## src/rtl/atm_note_dispenser_pkg.sv

```systemverilog
// Shared encodings for the note dispenser: FSM state codes and note_denom codes.
package atm_note_dispenser_pkg;

    // 3-bit state encoding so the state register can be probed like a display code
    typedef enum logic [2:0] {
        ST_IDLE   = 3'd0,
        ST_CHECK  = 3'd1,
        ST_SELECT = 3'd2,
        ST_OFFER  = 3'd3,
        ST_DONE   = 3'd4,
        ST_ERROR  = 3'd5,
        ST_ABORT  = 3'd6
    } state_t;

    localparam logic [1:0] DENOM_NONE = 2'b00;
    localparam logic [1:0] DENOM_HI_C = 2'b01;
    localparam logic [1:0] DENOM_MID_C = 2'b10;
    localparam logic [1:0] DENOM_LO_C = 2'b11;

endpackage

```

## src/rtl/atm_note_dispenser_if.sv

```systemverilog
// Note request handshake between the payout controller and the mechanical dispenser.
interface atm_note_dispenser_if;
    logic       note_valid;
    logic [1:0] note_denom;
    logic       note_ready;

    modport master (output note_valid, output note_denom, input note_ready);
    modport slave  (input note_valid, input note_denom, output note_ready);
endinterface

```

## src/rtl/atm_note_dispenser_rise_detect.sv

```systemverilog
// One-flop rising-edge detector for the success strobe.
module atm_note_dispenser_rise_detect (
    input  logic clk,
    input  logic rst_n,
    input  logic sig_i,
    output logic rise_o
);
    logic sig_q;

    // Delay flop resets high: a level already high at reset release is not an edge,
    // the input has to be seen low first.
    always_ff @(posedge clk or negedge rst_n) begin
        if (!rst_n) sig_q <= 1'b1;
        else        sig_q <= sig_i;
    end

    assign rise_o = sig_i & ~sig_q;
endmodule

```

## src/rtl/atm_note_dispenser.sv

```systemverilog
// Greedy note payout controller: splits cash_out into HI/MID/LO notes and offers
// them one at a time on a valid/ready handshake.
//
//  state  | meaning
//  IDLE   | waiting for a success rising edge
//  CHECK  | amount validity / zero check
//  SELECT | pick largest note not exceeding the remainder
//  OFFER  | note_valid held until the dispenser accepts
//  DONE   | 1-cycle done pulse
//  ERROR  | 1-cycle error pulse (amount not a multiple of DENOM_LO)
//  ABORT  | 1-cycle aborted pulse (cancel seen)
module atm_note_dispenser
    import atm_note_dispenser_pkg::*;
#(
    parameter int AMT_W     = 14,
    parameter int DENOM_HI  = 50,
    parameter int DENOM_MID = 20,
    parameter int DENOM_LO  = 10,
    parameter int CNT_W     = 11
) (
    input  logic                 clk,
    input  logic                 rst_n,
    input  logic                 success_i,
    input  logic [AMT_W-1:0]     cash_out_i,
    input  logic                 cancel_i,
    atm_note_dispenser_if.master note_if,
    output logic                 busy_o,
    output logic                 done_o,
    output logic                 error_o,
    output logic                 aborted_o,
    output logic [CNT_W-1:0]     note_count_o
);
    state_t             state_q;
    logic [AMT_W-1:0]   rem_q;
    logic [CNT_W-1:0]   count_q;
    logic [1:0]         denom_q;
    logic               valid_q;
    logic               busy_q;
    logic               done_q;
    logic               error_q;
    logic               aborted_q;

    logic               start_edge;
    logic               transfer;
    logic [AMT_W-1:0]   note_val;
    logic [AMT_W-1:0]   rem_d;
    logic [CNT_W-1:0]   count_d;
    logic               not_multiple;

    atm_note_dispenser_rise_detect u_rise (
        .clk    (clk),
        .rst_n  (rst_n),
        .sig_i  (success_i),
        .rise_o (start_edge)
    );

    assign transfer     = valid_q & note_if.note_ready;
    assign not_multiple = (rem_q % AMT_W'(DENOM_LO)) != '0;

    // Value of the note on offer and the datapath results of accepting it
    always_comb begin
        note_val = AMT_W'(DENOM_LO);
        case (denom_q)
            DENOM_HI_C:  note_val = AMT_W'(DENOM_HI);
            DENOM_MID_C: note_val = AMT_W'(DENOM_MID);
            default:     note_val = AMT_W'(DENOM_LO);
        endcase
        // SELECT only offers a note no larger than rem, so this cannot underflow
        rem_d   = rem_q - note_val;
        count_d = (&count_q) ? count_q : count_q + 1'b1;
    end

    // Payout FSM with registered outputs and the rem / note_count datapath
    always_ff @(posedge clk or negedge rst_n) begin
        if (!rst_n) begin
            state_q   <= ST_IDLE;
            rem_q     <= '0;
            count_q   <= '0;
            denom_q   <= DENOM_NONE;
            valid_q   <= 1'b0;
            busy_q    <= 1'b0;
            done_q    <= 1'b0;
            error_q   <= 1'b0;
            aborted_q <= 1'b0;
        end else begin
            done_q    <= 1'b0;
            error_q   <= 1'b0;
            aborted_q <= 1'b0;
            case (state_q)
                ST_IDLE: begin
                    if (start_edge) begin
                        rem_q   <= cash_out_i;
                        count_q <= '0;
                        busy_q  <= 1'b1;
                        state_q <= ST_CHECK;
                    end
                end
                ST_CHECK: begin
                    if (cancel_i) begin
                        busy_q    <= 1'b0;
                        aborted_q <= 1'b1;
                        state_q   <= ST_ABORT;
                    end else if (not_multiple) begin
                        busy_q  <= 1'b0;
                        error_q <= 1'b1;
                        state_q <= ST_ERROR;
                    end else if (rem_q == '0) begin
                        busy_q  <= 1'b0;
                        done_q  <= 1'b1;
                        state_q <= ST_DONE;
                    end else begin
                        state_q <= ST_SELECT;
                    end
                end
                ST_SELECT: begin
                    if (cancel_i) begin
                        busy_q    <= 1'b0;
                        aborted_q <= 1'b1;
                        state_q   <= ST_ABORT;
                    end else begin
                        if (rem_q >= AMT_W'(DENOM_HI))       denom_q <= DENOM_HI_C;
                        else if (rem_q >= AMT_W'(DENOM_MID)) denom_q <= DENOM_MID_C;
                        else                                 denom_q <= DENOM_LO_C;
                        valid_q <= 1'b1;
                        state_q <= ST_OFFER;
                    end
                end
                ST_OFFER: begin
                    // cancel beats a same-cycle transfer: the note is not counted
                    if (cancel_i) begin
                        valid_q   <= 1'b0;
                        denom_q   <= DENOM_NONE;
                        busy_q    <= 1'b0;
                        aborted_q <= 1'b1;
                        state_q   <= ST_ABORT;
                    end else if (transfer) begin
                        valid_q <= 1'b0;
                        denom_q <= DENOM_NONE;
                        rem_q   <= rem_d;
                        count_q <= count_d;
                        if (rem_d == '0) begin
                            busy_q  <= 1'b0;
                            done_q  <= 1'b1;
                            state_q <= ST_DONE;
                        end else begin
                            state_q <= ST_SELECT;
                        end
                    end
                end
                ST_DONE, ST_ERROR, ST_ABORT: state_q <= ST_IDLE;
                default: begin
                    valid_q <= 1'b0;
                    denom_q <= DENOM_NONE;
                    busy_q  <= 1'b0;
                    state_q <= ST_IDLE;
                end
            endcase
        end
    end

    assign note_if.note_valid = valid_q;
    assign note_if.note_denom = denom_q;
    assign busy_o             = busy_q;
    assign done_o             = done_q;
    assign error_o            = error_q;
    assign aborted_o          = aborted_q;
    assign note_count_o       = count_q;
endmodule

```

## src/flat_wrapper.sv

```systemverilog
// flat-port wrapper written by rule: the top's interface ports become plain ports
module atm_note_dispenser_flat import atm_note_dispenser_pkg::*;
#(
    parameter int AMT_W     = 14,
    parameter int DENOM_HI  = 50,
    parameter int DENOM_MID = 20,
    parameter int DENOM_LO  = 10,
    parameter int CNT_W     = 11
)
  (clk, rst_n, success_i, cash_out_i, cancel_i, busy_o, done_o, error_o, aborted_o, note_count_o, note_if_note_valid, note_if_note_denom, note_if_note_ready);
  atm_note_dispenser_if note_if_i ();
  input  logic clk;
  input  logic rst_n;
  input  logic success_i;
  input  logic [AMT_W-1:0] cash_out_i;
  input  logic cancel_i;
  output logic busy_o;
  output logic done_o;
  output logic error_o;
  output logic aborted_o;
  output logic [CNT_W-1:0] note_count_o;
  output wire logic [$bits(note_if_i.note_valid)-1:0] note_if_note_valid;
  output wire logic [$bits(note_if_i.note_denom)-1:0] note_if_note_denom;
  input wire logic [$bits(note_if_i.note_ready)-1:0] note_if_note_ready;
  assign note_if_note_valid = note_if_i.note_valid;
  assign note_if_note_denom = note_if_i.note_denom;
  assign note_if_i.note_ready = note_if_note_ready;
  atm_note_dispenser #(.AMT_W(AMT_W), .DENOM_HI(DENOM_HI), .DENOM_MID(DENOM_MID), .DENOM_LO(DENOM_LO), .CNT_W(CNT_W)) u_core (.clk(clk), .rst_n(rst_n), .success_i(success_i), .cash_out_i(cash_out_i), .cancel_i(cancel_i), .note_if(note_if_i), .busy_o(busy_o), .done_o(done_o), .error_o(error_o), .aborted_o(aborted_o), .note_count_o(note_count_o));
endmodule
```

## config.mk

```make
export PLATFORM = sky130hd
export DESIGN_NAME = atm_note_dispenser_flat
export DESIGN_NICKNAME = d
export VERILOG_FILES = /design/src/rtl/atm_note_dispenser_pkg.sv /design/src/rtl/atm_note_dispenser_if.sv /design/src/rtl/atm_note_dispenser_rise_detect.sv /design/src/rtl/atm_note_dispenser.sv /design/src/flat_wrapper.sv
export SDC_FILE = /design/constraint.sdc
export NUM_CORES = 1
export LEC_CHECK = 0
export CAP_MARGIN = 10
export CORE_UTILIZATION = 55
export CTS_BUF_LIST = sky130_fd_sc_hd__clkbuf_4
export DETAILED_ROUTE_END_ITERATION = 10
export GPL_ROUTABILITY_DRIVEN = 0
export PLACE_DENSITY_LB_ADDON = 0.25
export SLEW_MARGIN = 20
export SYNTH_ARGS = -nofsm -noshare
export SYNTH_HDL_FRONTEND = slang
export SYNTH_SLANG_ARGS = --single-unit
export TNS_END_PERCENT = 30
```

## constraint.sdc

```tcl
create_clock -name clk -period 4.93 [get_ports clk]
set_input_delay 0.986 -clock clk [delete_from_list [all_inputs] [get_ports clk]]
set_output_delay 0.986 -clock clk [all_outputs]
set_load 0.005 [all_outputs]
```

==> flow_metrics.py <==
metrics = {
    "cts": {
        "cts_resized": 0,
        "cts_buffers": 5,
        "clockBufferDepth": 2,
        "hold_buffers": 0,
        "clk_root_buffer_cell": "clkbuf_4",
        "clk_latency_ns": 0.35,
        "htree_levels": 2,
        "clock-sinks": 36,
        "clkSlewWorstSetupHoldPaths_ns": 0.12,
        "cts_tree": "yes",
        "cts_setup_buffers": 0,
    },
    "routing": {
        "drt_first_pass_iters": 5,
        "drc": 0,
        "drtIter0Drc": 280,
        "viasPerCell": 6.437,
        "antenna_left": 0,
        "routedWlPerCell_um": 16.22,
        "wirelength_mm": 8.322,
        "num_vias": 3302,
    },
    "synthesis": {
        "synth_area_leaders": "dfrtp_1 27%, nor2_1 4.9%, o21ai_0 4.6%, nand2_1 4.1%, a21oi_1 3.4%",
        "yosysTopAreaCellShare_pct": 26.78,
        "synthFlopType": "dfrtp_1",
        "avgSynthCellArea_um2": 7.678,
        "synth_warnings": 0,
        "synth.most_common_cell": "nor2_1",
        "ys_types": 73,
        "ys_seq_area_share_pct": 27.58,
        "yosys_register_bits": 36,
        "synth_top_area_cell": "dfrtp_1",
        "muxShareOfSynthArea_pct": 1.568,
        "syn_area_um2": 3271,
        "synth_top_family_by_area": "compound AO/OA/AOI/OAI gates",
        "synth_fa_ha_area_share_pct": 3.673,
        "synth_edf_count": 0,
        "async_reset_ff_share_pct": 100.0,
        "synthXorXnorAreaFrac_pct": 4.552,
        "synth_commonest_cells": "43 x nor2_1, 36 x nand2_1, 35 x dfrtp_1",
        "synthCells": 426,
        "synthSimpleGateAreaFrac_pct": 27.16,
        "syn_nets": 454,
        "synth-compound-area-share_pct": 28.23,
    },
    "placed_design": {
        "portBuffers": 36,
        "dpl.hpwl_mm": 5.940,
        "place_area_um2": 3596,
        "pre_cts_ws_ns": 0.2244,
    },
    "min_path": {
        "holdCritPathClass": "reg2reg",
        "worstHoldStart": "u_core.note_if.note_valid",
        "worstHoldPathCells": 1,
    },
    "pwr": {
        "p_leak_nw": 1.503,
        "ir_worst_vdd_mv": 0.4638,
        "fin_total_pwr_mw": 2.925,
        "p_per_area_nw_per_um2": 799.6,
    },
    "timing": {
        "rsz0062_at_grt": "false",
        "max_slew_margin_pct": 45.74,
        "period_share_pct": 93.82,
        "setup_tns_ns": 0,
        "fin_crit_ns": 4.625,
        "final_hold_viol_count": 0,
        "tightestPinTransition_ns": 0.8140,
        "slew_violations": 0,
        "finClkSkew_ns": 0.01781,
        "fmax_mhz": 216.2,
        "setup_viol": 0,
        "worst_slack_ns": 0.3047,
    },
    "die": {
        "io_pins": 37,
        "die_area_um2": 6259,
        "die_x_um": 79.12,
        "start_util_pct": 58.32,
        "num_rows": 27,
        "die_h_um": 79.12,
        "coreArea_um2": 5608,
    },
    "worst_setup_path": {
        "rrSetupSlack_ns": 0.30,
        "worstRegToRegCells": 15,
        "reg2reg_to": "u_core.state_q[2]",
        "critical_path.startpoint_type": "flop",
        "reg2reg_from": "u_core.rem_q[12]",
        "path_max_fanout": 12,
        "cp-end-kind": "flop",
        "worstSetupStartpoint": "u_core.rem_q[12]",
        "critical_path_class": "reg2reg",
        "required_ns": 5.16,
        "worstSetupEndpoint": "u_core.state_q[2]",
        "critPathArrivalTime_ns": 4.85,
    },
    "grt": {
        "antenna_found_initial": 0,
        "grt_first_pass_wirelength_mm": 13.73,
        "grt.overflow.total": 0,
        "grt_pass1_vias": 2947,
        "grtUsageTotal_pct": 27.47,
        "grt_max_degree": 37,
    },
    "cells_and_area": {
        "fin_area_um2": 3659,
        "nFillCells": 506,
        "areaGrowthSynthToFinish_pct": 11.86,
        "drive_gt1_share_pct": 7.256,
        "fin_util_pct": 65.24,
        "nets": 468,
        "num_antenna_cells": 0,
    },
    "job": {
        "drv_cap": 0,
    },
    "outcome": {
        "status": "complete, no violations",
    },
}
==> where the power goes <==
part           switching [mW]  total (mW)  internal [mW]
registers               0.246       0.627          0.381
logic                    1.24        2.14          0.901
clock network           0.102       0.160         0.0584
==> critical path, stage by stage, from the launching register on <==
cell	delay (ns)
dfrtp_1	0.53
buf_4	0.24
or4b_4	0.49
o211ai_2	0.10
a221oi_2	0.13
or4_4	0.59
o21ai_1	0.17
a22o_1	0.37
nor2_1	0.07
a22o_1	0.18
a211oi_1	0.52
nor3b_1	0.10
o21ai_0	0.17
nand4_1	0.24
o41ai_1	0.48
a21oi_1	0.12
==> per-layer routing <==
metal	part of all wire [%]	wire, um	global-route usage [%]
met1	45	3769	37.68
met2	48	3993	44.48
met3	5.3	443	4.253
met4	1.4	115	8.364
met5	0	0	0
==> area by class of cell <==
type / instances / area (um2) / share of cell area, %
Inverter: 23 / 86.33 / 2.360
Sequential cell: 36 / 904.6 / 24.73
Timing Repair Buffer: 40 / 385.4 / 10.53
Clock inverter: 2 / 7.507 / 0.2052
Tap cell: 72 / 90.09 / 2.462
Clock buffer: 6 / 45.04 / 1.231
Multi-Input combinational cell: 334 / 2140 / 58.48
==> metrics by stage <==
step / hold slack, ns / std cells
finish: 0.5188 / 513
global route: 0.5396 / 513
CTS: 0.5241 / 513
detailed placement: 0.4987 / 505
global placement: 0.4901 / 505
floorplan: 0.4960 / 426
==> cells in the final DEF (no fill, tap or decap), drive strengths merged, types with 5 or more instances in the layout <==
master	count
nor3	13
o22ai	5
o21ai	34
nor2	43
nand2	36
o211ai	7
a21oi	22
xor2	10
dfrtp	35
ha	8
a21o	5
xnor2	7
inv	22
clkbuf	6
nor4	6
clkdlybuf4s50	35
nand3	16
nand2b	7
a31oi	9
or2	5
a22oi	6
and3	9
buf	5
nand4	8
==> state kept, by name (all words and copies together), names as in the netlist, 2 cells and up <==
signal and count:
u_core.state_q 3, u_core.rem_q 14, u_core.note_if.note_denom 2, u_core.note_count_o 11
==> logic make-up (layout without fill, tap and decap cells) <==
group | count (synthesis) | count (layout)
flip-flops | 36 | 36
buffers and inverters | 56 | 71
XOR/XNOR | 17 | 17
multiplexers | 5 | 5
AO/OA/AOI/OAI | 131 | 131
adder cells (fa/ha/maj) | 9 | 9
AND/OR/NAND/NOR | 172 | 172
==> worst min-delay path by stage <==
stage / endpoint / slack (ns)
floorplan: u_core.note_if.note_valid / 0.50
detailed placement: u_core.note_if.note_valid / 0.50
CTS: u_core.note_if.note_valid / 0.52
global route: u_core.note_if.note_valid / 0.54
global placement: u_core.note_if.note_valid / 0.49
finish: u_core.note_if.note_valid / 0.52
(Power assumes the default switching activity.)
